### src/rtl/and_gate.sv
// and_gate: bitwise two-input AND with a zero-latency output, a registered
// copy, and a small activity monitor (reductions, rising-edge pulse and a
// saturating count of cycles where every bit of A & B was high).

// One bit of the AND. It is replicated across WIDTH by the top level.
module and_gate_lane (
   input  logic a_i,
   input  logic b_i,
   output logic y_o
);
   assign y_o = a_i & b_i;
endmodule

module and_gate #(
   parameter int WIDTH = 1,
   parameter int CNT_W = 16
) (
   input  logic             clk,
   input  logic             rst,
   input  logic [WIDTH-1:0] A,
   input  logic [WIDTH-1:0] B,
   input  logic             en,
   input  logic             clr_cnt,
   output logic [WIDTH-1:0] Y,
   output logic [WIDTH-1:0] Y_q,
   output logic             all_q,
   output logic             any_q,
   output logic             rise_p,
   output logic [CNT_W-1:0] hi_cnt
);

   localparam logic [CNT_W-1:0] CNT_MAX = '1;
   localparam logic [CNT_W-1:0] CNT_ONE = CNT_W'(1);

   logic [WIDTH-1:0] and_w;
   logic             all_w;
   logic             any_w;

   logic [WIDTH-1:0] yreg_q, yreg_d;
   logic             all_r_q, all_r_d;
   logic             any_r_q, any_r_d;
   logic             rise_r_q, rise_r_d;
   logic [CNT_W-1:0] cnt_q, cnt_d;

   // Per-bit AND lanes; Y never passes through a register, so it does not
   // care about clk, rst or en.
   for (genvar g = 0; g < WIDTH; g++) begin : g_lane
      and_gate_lane u_lane (
         .a_i (A[g]),
         .b_i (B[g]),
         .y_o (and_w[g])
      );
   end

   assign all_w = &and_w;
   assign any_w = |and_w;

   // Next-state: registered copies follow the AND only while enabled; the
   // counter looks at the already-registered all flag, so it trails by one.
   always_comb begin
      yreg_d   = yreg_q;
      all_r_d  = all_r_q;
      any_r_d  = any_r_q;
      rise_r_d = en & ~all_r_q & all_w;
      cnt_d    = cnt_q;
      if (en) begin
         yreg_d  = and_w;
         all_r_d = all_w;
         any_r_d = any_w;
      end
      if (clr_cnt) begin
         cnt_d = '0;
      end else if (en && all_r_q && (cnt_q != CNT_MAX)) begin
         cnt_d = cnt_q + CNT_ONE;
      end
   end

   // State registers with synchronous reset taking priority over everything.
   always_ff @(posedge clk) begin
      if (rst) begin
         yreg_q   <= '0;
         all_r_q  <= 1'b0;
         any_r_q  <= 1'b0;
         rise_r_q <= 1'b0;
         cnt_q    <= '0;
      end else begin
         yreg_q   <= yreg_d;
         all_r_q  <= all_r_d;
         any_r_q  <= any_r_d;
         rise_r_q <= rise_r_d;
         cnt_q    <= cnt_d;
      end
   end

   assign Y      = and_w;
   assign Y_q    = yreg_q;
   assign all_q  = all_r_q;
   assign any_q  = any_r_q;
   assign rise_p = rise_r_q;
   assign hi_cnt = cnt_q;

endmodule

### config.mk
export PLATFORM = sky130hd
export DESIGN_NAME = and_gate
export DESIGN_NICKNAME = d
export VERILOG_FILES = /design/src/rtl/and_gate.sv
export SDC_FILE = /design/constraint.sdc
export NUM_CORES = 1
export LEC_CHECK = 0
export ABC_AREA = 1
export CORE_AREA = 2 2 50 52
export CTS_BUF_LIST = sky130_fd_sc_hd__clkbuf_16
export CTS_CLUSTER_DIAMETER = 100
export CTS_CLUSTER_SIZE = 25
export DETAILED_ROUTE_END_ITERATION = 6
export DIE_AREA = 0 0 52 54
export PLACE_DENSITY = 0.77
export RECOVER_POWER = 100
export SYNTH_ARGS = -nofsm -noshare
export SYNTH_HDL_FRONTEND = slang
export SYNTH_HIERARCHICAL = 1
export SYNTH_SLANG_ARGS = --single-unit
### constraint.sdc
create_clock -name clk -period 1.8 [get_ports clk]
set_clock_uncertainty 0.15 [all_clocks]
set_input_delay 0.27 -clock clk [delete_from_list [all_inputs] [get_ports clk]]
set_output_delay 0.27 -clock clk [all_outputs]
set_load 0.05 [all_outputs]
# Yosys cells after proc, flatten, opt, wreduce, memory -nomap -nowiden
# Index checks and enable logic that the tools add are counted.
dict set report word_totals {
  word_cells 12
  register_bits 18
  out_inout_bits 21
}
dict set report classes {
  n_bitwise 4
  addsub 1
  eq_ne 1
  reduce_logical 3
}
# cell n
set op_table {}
lappend op_table {{16-bit by 1-bit adder with 16-bit output (second input constant)} 1}
lappend op_table {{16-bit != test (second input constant)} 1}
lappend op_table {{1-bit AND} 3}
lappend op_table {{1-bit logical AND} 2}
lappend op_table {{2-bit OR reduction} 1}
lappend op_table {{1-bit inverter} 1}

# Longest topological paths before layout
# Gate-level depths: netlist (run 1).
dict set report depth {
  word_depth 3
  depth_mapped 10
  mapped_depth_nobuf 10
}

# Hierarchy
# The synthesis (run 1) kept the hierarchy.
# mod n_inst area_per_inst_um2 cells_each
set modules_own_cells {}
lappend modules_own_cells {and_gate 1 1049.8 164}
lappend modules_own_cells {and_gate_lane 1 7.5 2}

# Worst setup path after synthesis (run 1)
# OpenSTA, ideal clock, no wires.
dict set report synth_timing {
  path_type {reg-to-reg}
  start {register cnt_q[0], in the netlist hi_cnt[0]}
  end {register cnt_q[8], in the netlist hi_cnt[8]}
  path_stages_with_launch 11
  t_required_ns 1.535
  setup_ns 0.115
  arrival_ns 1.639
  slack_ns -0.103
  cell_sequence {dfxtp_1 > ha_1 > nand2_2 > nor2_4 > nand2_4 > clkinv_4 > nand2_1 > nor2_1 > nand2_1 > nand2_1 > nor2_1}
}
dict set report synth_via {
  elab_chain_len 2
  elab_cells_between_ends 3
  cone_classes {1 x add/sub; 1 x eq/ne; 1 x reduce/logical}
}
# element line_no
set synth_lines {}
lappend synth_lines {{from (decl)} 43} ;# logic [CNT_W-1:0] cnt_q, cnt_d;
lappend synth_lines {{from (signal assigned)} 91} ;# cnt_q <= cnt_d;
lappend synth_lines {{parallel branches: the longest is 2 deep, another holds 16-bit by 1-bit adder with 16-bit output} --}
# Several ways; the timed one is not identified.
# A chain may end at the register's enable or synchronous reset.

# Final worst setup path (run 1)
dict set report layout_timing {
  start {register cnt_q[3], in the netlist hi_cnt[3]}
  end {output port hi_cnt[3]}
}
# element line_no
set layout_lines {}
lappend layout_lines {{to (decl)} 29} ;# output logic [CNT_W-1:0] hi_cnt
# No word-level cell between the ends.

==> metrics, run 1 <==
outcome finished clean; Worst-Skew Late Latency 0.25 ns; root buffer cell clkbuf_16; Final Net Count 202; Post-CTS Setup Bufs 0; RSZ-0062 raised after global routing false; Compound-Gate Fraction of Synth Area 0.0391; Crit. End Element output port; post_cts resized 0; cell family with most CP delay buffers and inverters; first-pass GRT wire length roughly 4 mm; Ys Warns 6; total track usage 0.187; placer's final routability congestion estimate 0.830; Layout area overhead 21.9%; worst min path class reg -> reg; top cells by area, synth dfxtp_1 34%, nand2_1 17%, nor2_1 14%, nand3_1 5.2%, inv_1 5.0%; Final setup viols 0; Slowest-stage cell, CP clkbuf_1; CTS max path bufs 2; Die Ht between 50 and 60 um; DIE AREA 0.00281 mm^2; CTS tree done; P per Cell Area 716 mW/mm^2; Simple-Gate Fraction of Synth Area 0.504; Crit. Startpoint hi_cnt[3]$_SDFFE_PP0P_; Period Utilization, post-route 0.897; Final Hold Fails 0; placed cell areas 0.00133 mm^2; Synth async-reset ratio 0; dpl ws 0.00967 ns; largest net degree at the start of global routing 17; post-synthesis xor/xnor area fraction 0.0166; Port Buffers 26; mux share of post-synthesis cell area 0; vias per cell between 4 and 5; # IOs 27; Post-Synthesis Cells 166; top post-synthesis cells by count 47 x nand2_1, 40 x nor2_1, 18 x dfxtp_1; layout cells sized above 1 0.124; relative slew slack 0.601; Core Area 0.00232 mm^2; Wirelength per Cell ~11 um; Sink Count 18; dpl hpwl 1.73 mm; ANT cells 0; Initial DRC Count 20; crit-path max cell delay 0.50 ns; Syn Nets around 170; post-synth top area share 0.341; post-synthesis adder-cell area fraction 0.0118; Max Cap Viol 0; Leakage 0.548 nW; worst path buffer plus inverter count 1; maximum fanout along the worst path 7; fill count 244; Detailed Routing Iterations Pass 1 4; crit-path cells clkbuf_1; # DRC 0; Seq/Total Area, Yosys 0.341; Final ANT Viol Nets 0; Worst-path clk slew roughly 0.060 ns; vias in the first global route 1005; largest family of logic cells by synthesized area simple AND/OR/NAND/NOR gates; # rows 18; antenna violations before repair 0; number of library cell types mapped by synthesis 22; most instantiated library cell after synthesis nand2_1; CP Launch Type flop; Num CTS Buffers 3; top cell type by total area after synthesis dfxtp_1; Initial Util 0.456; hold_sp hi_cnt[1]$_SDFFE_PP0P_; Final Max Tran Viols 0; worst setup margin 0.186 ns; die width 52 um; Worst Max-Slew Pin Slew 0.601 ns; crit path kind reg -> out; maximum vdd ir drop roughly 500 uV; Synth Flop Type dfxtp_1; crit path DAT 1.19 ns; Final min period around 1.6 ns; vias 1080; setup tns final 0 ns; reg-to-reg startpoint hi_cnt[0]$_SDFFE_PP0P_; Detailed Route WL about 2.4 mm; # hold bufs at CTS 0; final instance area 0.00129 mm^2; flops & latches, synth 18; GRT overflow 0; final core utilization 0.556; Req. time, crit path about 1.4 ns; Peak Freq 620 MHz; Post-synth EDFFs 0; H-Tree Depth 1; Min Hold Slack between 0.3 and 0.4 ns; Syn Area/Cell between 6 and 7 um^2; Cell Area, Synth 0.00106 mm^2
-- path summary, 6_finish.rpt --
path,to,slack (ns),cells past startpoint
worst max-delay path,hi_cnt[3],0.19,1
worst min-delay path,hi_cnt[1]$_SDFFE_PP0P_,0.37,2
worst max register to register,hi_cnt[13]$_SDFFE_PP0P_,0.22,10
worst min register to register,hi_cnt[1]$_SDFFE_PP0P_,0.37,2
-- flip-flops by register name, summed over array words and instances, names as in the netlist --
signal and count:
hi_cnt 16, rise_p 1, any_q 1
-- logic make-up (layout without fill, tap and decap cells) --
kind of cell,Yosys count,in the layout
flip-flops,18,18
buffers and inverters,21,49
adder cells (fa/ha/maj),1,1
XOR/XNOR,2,2
AO/OA/AOI/OAI,8,8
AND/OR/NAND/NOR,116,116
-- cell usage in the layout (no fill, tap or decap), types with 2 or more instances in the layout --
cell type        instances
nor2_2                   2
clkbuf_1                20
inv_2                    2
inv_1                   15
clkdlybuf4s50_1          4
dfxtp_1                 16
nor2_4                   4
xor2_1                   2
nand2_1                 48
nand3_1                 11
clkbuf_16                3
dfxtp_2                  2
a21oi_1                  4
nor2_1                  41
nand2_4                  3
nand2_2                  4
o21ai_1                  2
-- power breakdown --
| group | total, mW | switching, mW | internal (mW) |
|---|---|---|---|
| logic | 0.0607 | 0.0407 | 0.0199 |
| clock network | 0.457 | 0.161 | 0.296 |
| registers | 0.405 | 0.00324 | 0.401 |
| total | 0.922 | 0.205 | 0.717 |
-- cell type report --
class                   instances  area (um^2)  area share
clock buffers                   3         75.1      0.0583
clock inverters                 1         3.75     0.00291
inverters                      18         72.6      0.0563
multi-input cells             127          599       0.465
flip-flops and latches         18          363       0.282
well taps                      30         37.5      0.0291
repair buffers                 27          138       0.107
-- metrics by stage --
step / total power [mW] / instances
3_5_place_dp: 0.484 / 220
3_3_place_gp: 0.482 / 220
5_1_grt: 0.957 / 224
6_report: 0.922 / 224
2_1_floorplan: 0.455 / 166
4_1_cts: 0.941 / 224
-- per-layer routing --
| metal | up-vias | share of wire | GRT usage |
|---|---|---|---|
| met2 | 31 | 0.49 | 0.340 |
| met3 | 5 | 0.046 | 0.0250 |
| met5 | - | 0 | 0 |
| met1 | 484 | 0.44 | 0.218 |
| li1 | 560 | - | - |
| met4 | 0 | 0.022 | 0.0877 |
No activity file was read; power rests on OpenSTA's default activity.
==> run 2: changes to the inputs <==
--- a/config.mk
+++ b/config.mk
@@ -15,4 +15,5 @@
 export PLACE_DENSITY = 0.77
 export RECOVER_POWER = 100
+export SKIP_CTS_REPAIR_TIMING = 1
 export SYNTH_ARGS = -nofsm -noshare
 export SYNTH_HDL_FRONTEND = slang
==> constraint.sdc (replaced) <==
create_clock -name clk -period 1.8 [get_ports clk]
set_clock_uncertainty 0.15 [all_clocks]
set_input_delay 0.36 -clock clk [delete_from_list [all_inputs] [get_ports clk]]
set_output_delay 0.36 -clock clk [all_outputs]
set_load 0.05 [all_outputs]
==> metrics, run 2 (synthesis results as in run 1) <==
vias 1110; leading cell type in the layout, fill and taps excluded nand2_1; register-to-register setup slack about 0.14 ns; outcome finished clean; ANT cells 0; DIE AREA 0.00281 mm^2; Min Hold Slack approximately 0.36 ns; Crit. End Element output port; Port Buffers 26; Initial Util 0.456; Final ANT Viol Nets 0; Max Cap Viol 0; layout cells sized above 1 0.162; Die Ht around 54 um; Worst Max-Slew Pin Slew 0.624 ns; Slowest-stage cell, CP dlygate4sd3_1; Period Utilization, post-route 0.940; non-filler cells in the finished layout 227; final core utilization 0.623; total track usage 0.213; vias per cell 4.89; placer's final routability congestion estimate 0.836; H-Tree Depth 1; # IOs 27; Worst-path clk slew 0.05 ns; crit path DAT 1.18 ns; Leakage 0.765 nW; worst min path class reg -> reg; Worst-Skew Late Latency 0.25 ns; CP Launch Type input port; Final Hold Fails 0; maximum vdd ir drop 582 uV; Crit. Startpoint B; worst path buffer plus inverter count 3; Num CTS Buffers 3; setup tns final 0 ns; largest net degree at the start of global routing 17; max reg flops 16; Req. time, crit path 1.29 ns; Detailed Routing Iterations Pass 1 5; RSZ-0062 raised after global routing false; # DRC 0; hold_sp hi_cnt[1]$_SDFFE_PP0P_; Cell Count Post-Placement between 200 and 250; Final Max Tran Viols 0; Final min period 1.69 ns; vias in the first global route 1060; Detailed Route WL 2.60 mm; reg-to-reg startpoint hi_cnt[0]$_SDFFE_PP0P_; dpl hpwl 1.83 mm; CTS max path bufs 2; P per Cell Area 647 mW/mm^2; Final Net Count a little over 200; Final Power roughly 0.93 mW; cell family with most CP delay buffers and inverters; GRT overflow 0; maximum fanout along the worst path 2; Layout area overhead 36.7%; crit-path max cell delay 0.52 ns; CTS tree done; crit path kind in -> out; crit-path cells dlygate4sd3_1 > nand2_1 > inv_1 > buf_12; # rows 18; first-pass GRT wire length 4.40 mm; die width 52 um; Peak Freq 591 MHz; Wirelength per Cell roughly 11 um; Sink Count 18; Final setup viols 0; antenna violations before repair 0; most frequent cells in the layout 47 x nand2_1, 41 x nor2_1, 16 x dfxtp_1, 15 x inv_1, 11 x nand3_1; Core Area 0.00232 mm^2; relative slew slack 0.586; Initial DRC Count 28; root buffer cell clkbuf_16
==> run 2: cell types whose count changed in the layout (fill, tap and decap cells not counted), moves of 2 or more <==
cell,change
dlymetal6s2s_1,+9
nand2_2,+2
buf_4,+2
clkbuf_1,-13
buf_12,+4
==> run 2: routing by layer <==
metal	wire length, um	global-route usage	part of all wire	vias to the layer above
met5	0	0	0	-
met4	76	0.114	0.029	0
met3	195	0.0389	0.075	11
met2	1340	0.403	0.52	55
met1	989	0.221	0.38	477
li1	-	-	-	567
==> run 2: final timing paths <==
kind	end	cells past startpoint
hold / removal	hi_cnt[1]$_SDFFE_PP0P_	2
setup / recovery	Y	4
hold reg to reg	hi_cnt[1]$_SDFFE_PP0P_	2
setup reg to reg	hi_cnt[9]$_SDFFE_PP0P_	8
==> run 2: per-stage QoR <==
step                cell area [um^2]  worst slack [ns]
CTS                             1620             0.167
detailed placement              1540          -0.00595
finish                          1450             0.108
floorplan                       1060            0.0815
global placement                1540            0.0197
global route                    1450            0.0483
==> run 2: area by class of cell <==
type	count	area, um^2
timing repair buffer	30	302
inverter	18	72.6
fill	210	875
clock buffer	3	75.1
multi-input combinational	127	592
clock inverter	1	3.75
tap	30	37.5
sequential	18	363
==> run 2: power breakdown <==
group          internal, mW  switching, mW  leakage [nW]
logic                0.0344         0.0445         0.580
clock network         0.296          0.156        0.0385
registers             0.401        0.00248         0.146
==> run 2: tightest hold or removal path: stages (launching register included) <==
cell	delay [ns]
dfxtp_2	0.33
nor2_1	0.10
nor2_1	0.05
==> run 3: changes to the inputs <==
- clock period: 1.8 -> 1.6 ns (I/O delays scaled with it)
==> metrics, run 3 (synthesis results as in run 1) <==
outcome finished clean; placed cell areas 0.00161 mm^2; crit path DAT ~1.1 ns; P per Cell Area 617 mW/mm^2; Peak Freq 646 MHz; Worst-path clk slew about 0.050 ns; reg-to-reg startpoint hi_cnt[5]$_SDFFE_PP0P_; worst setup margin between 0.05 and 0.06 ns; CP Launch Type input port; die width 52 um; Worst-Skew Late Latency 0.25 ns; RSZ-0062 raised after global routing true; Hold EP hi_cnt[8]$_SDFFE_PP0P_; Initial Util 0.456; DIE AREA 0.00281 mm^2; FF/Latch Area between 300 and 400 um^2; crit-path cells clkdlybuf4s50_1 > nand2_1 > inv_1 > buf_12; Final Max Tran Viols 0; CTS tree done; Worst Max-Slew Pin Slew ~0.51 ns; Final setup viols 0; Hold Crit Depth 2; H-Tree Depth 1; setup tns final 0 ns; maximum fanout along the worst path 2; hold_sp hi_cnt[8]$_SDFFE_PP0P_; root buffer cell clkbuf_16; # DRC 0; leading cell type in the layout, fill and taps excluded nand2_1; vias in the first global route between 1000 and 1500; worst min path class reg -> reg; most frequent cells in the layout 47 x nand2_1, 36 x nor2_1, 20 x buf_12, 14 x inv_1, 13 x dfxtp_2; Final Net Count 208; vias per cell 4.97; crit path kind in -> out; # IOs 27; area of the multi-input gates 632 um^2; Max Cap Viol 0; sequential share of power 0.427; reg2reg path depth 9; antenna violations before repair 0; relative slew slack 0.663; Core Area 0.00232 mm^2; Wirelength per Cell 12.6 um; cell family with most CP delay buffers and inverters; Req. time, crit path 1.13 ns; Crit. Startpoint A; Final ANT Viol Nets 0; Sink Count 18; Crit. End Element output port; Final min period between 1.5 and 2 ns; clock share of power 0.482; placer's final routability congestion estimate 0.825; Final Power approximately 1.1 mW; fill count 155; Internal Power roughly 0.83 mW; largest net degree at the start of global routing 17; # rows 18; Initial DRC Count 27; Die Ht 54 um; final instance area 0.00172 mm^2; Layout area overhead 62.7%; GRT overflow 0; Switching Fraction 0.220; maximum vdd ir drop 530 uV; dpl hpwl 1.90 mm; final core utilization 0.742; max reg flops 16; Leakage 0.738 nW; Slowest-stage cell, CP clkdlybuf4s50_1; first-pass GRT wire length 4.71 mm; Period Utilization, post-route 0.968; combinational share of power 0.092; Num CTS Buffers 3; register-to-register setup slack ~0.060 ns; dpl ws -0.186 ns; ANT cells 0; worst path buffer plus inverter count 3; crit-path max cell delay 0.45 ns; total track usage 0.229; Final Hold Fails 0; vias approximately 1100; Detailed Routing Iterations Pass 1 5; layout cells sized above 1 0.350; Detailed Route WL just under 3 mm; CTS max path bufs 2; worst r2r dst hi_cnt[2]$_SDFFE_PP0P_; switching power 0.234 mW; Port Buffers 26; total stage count of the critical path 4
==> run 3: cell types whose count changed in the layout (fill, tap and decap cells not counted), moves of 3 or more <==
cell            delta
buf_12            +16
dfxtp_1           -13
dfxtp_2           +11
dlymetal6s2s_1     -8
clkbuf_1           -7
nor2_1             -5
buf_4              +4
nor2_2             +3
==> run 3: layout make-up <==
class                   count  share of cell area
well taps                  30              0.0218
multi-input cells         127               0.367
clock inverters             1             0.00218
clock buffers               3              0.0436
inverters                  18              0.0422
flip-flops and latches     18               0.223
repair buffers             33               0.300
==> run 3: through the flow <==
stage / std cells / hold WS (ns)
after floorplan: 166 / 0.232
after global placement: 224 / 0.369
after detailed placement: 224 / 0.379
after CTS: 228 / 0.387
after global routing: 230 / 0.418
final: 230 / 0.386
==> run 3: worst max-delay path by stage <==
stage	slack, ns	endpoint
after floorplan	0.001	hi_cnt[13]$_SDFFE_PP0P_
after global placement	-0.17	hi_cnt[13]$_SDFFE_PP0P_
after detailed placement	-0.19	hi_cnt[11]$_SDFFE_PP0P_
after CTS	-0.0003	hi_cnt[15]$_SDFFE_PP0P_
after global routing	-0.05	hi_cnt[2]$_SDFFE_PP0P_
final	0.05	Y
==> run 3: tightest hold or removal path: stages (launching register included) <==
cell and delay (ns):
dfxtp_2 0.35, nor2_1 0.10, nor2_1 0.05
==> run 3: layer usage <==
layer,global-route usage,routed length [um],up-vias
met5,0,0,-
met4,0.110,72,0
met3,0.0528,151,11
met2,0.416,1540,44
met1,0.251,1120,514
li1,-,-,573
==> run 3: power groups by stage <==
stage / clock network [mW] / registers, mW / logic [mW]
5_1_grt: 0.537 / 0.453 / 0.104
3_5_place_dp: 0 / 0.462 / 0.0972
3_3_place_gp: 0 / 0.462 / 0.0951
2_1_floorplan: 0 / 0.472 / 0.0367
4_1_cts: 0.517 / 0.453 / 0.0980
6_report: 0.511 / 0.452 / 0.0972
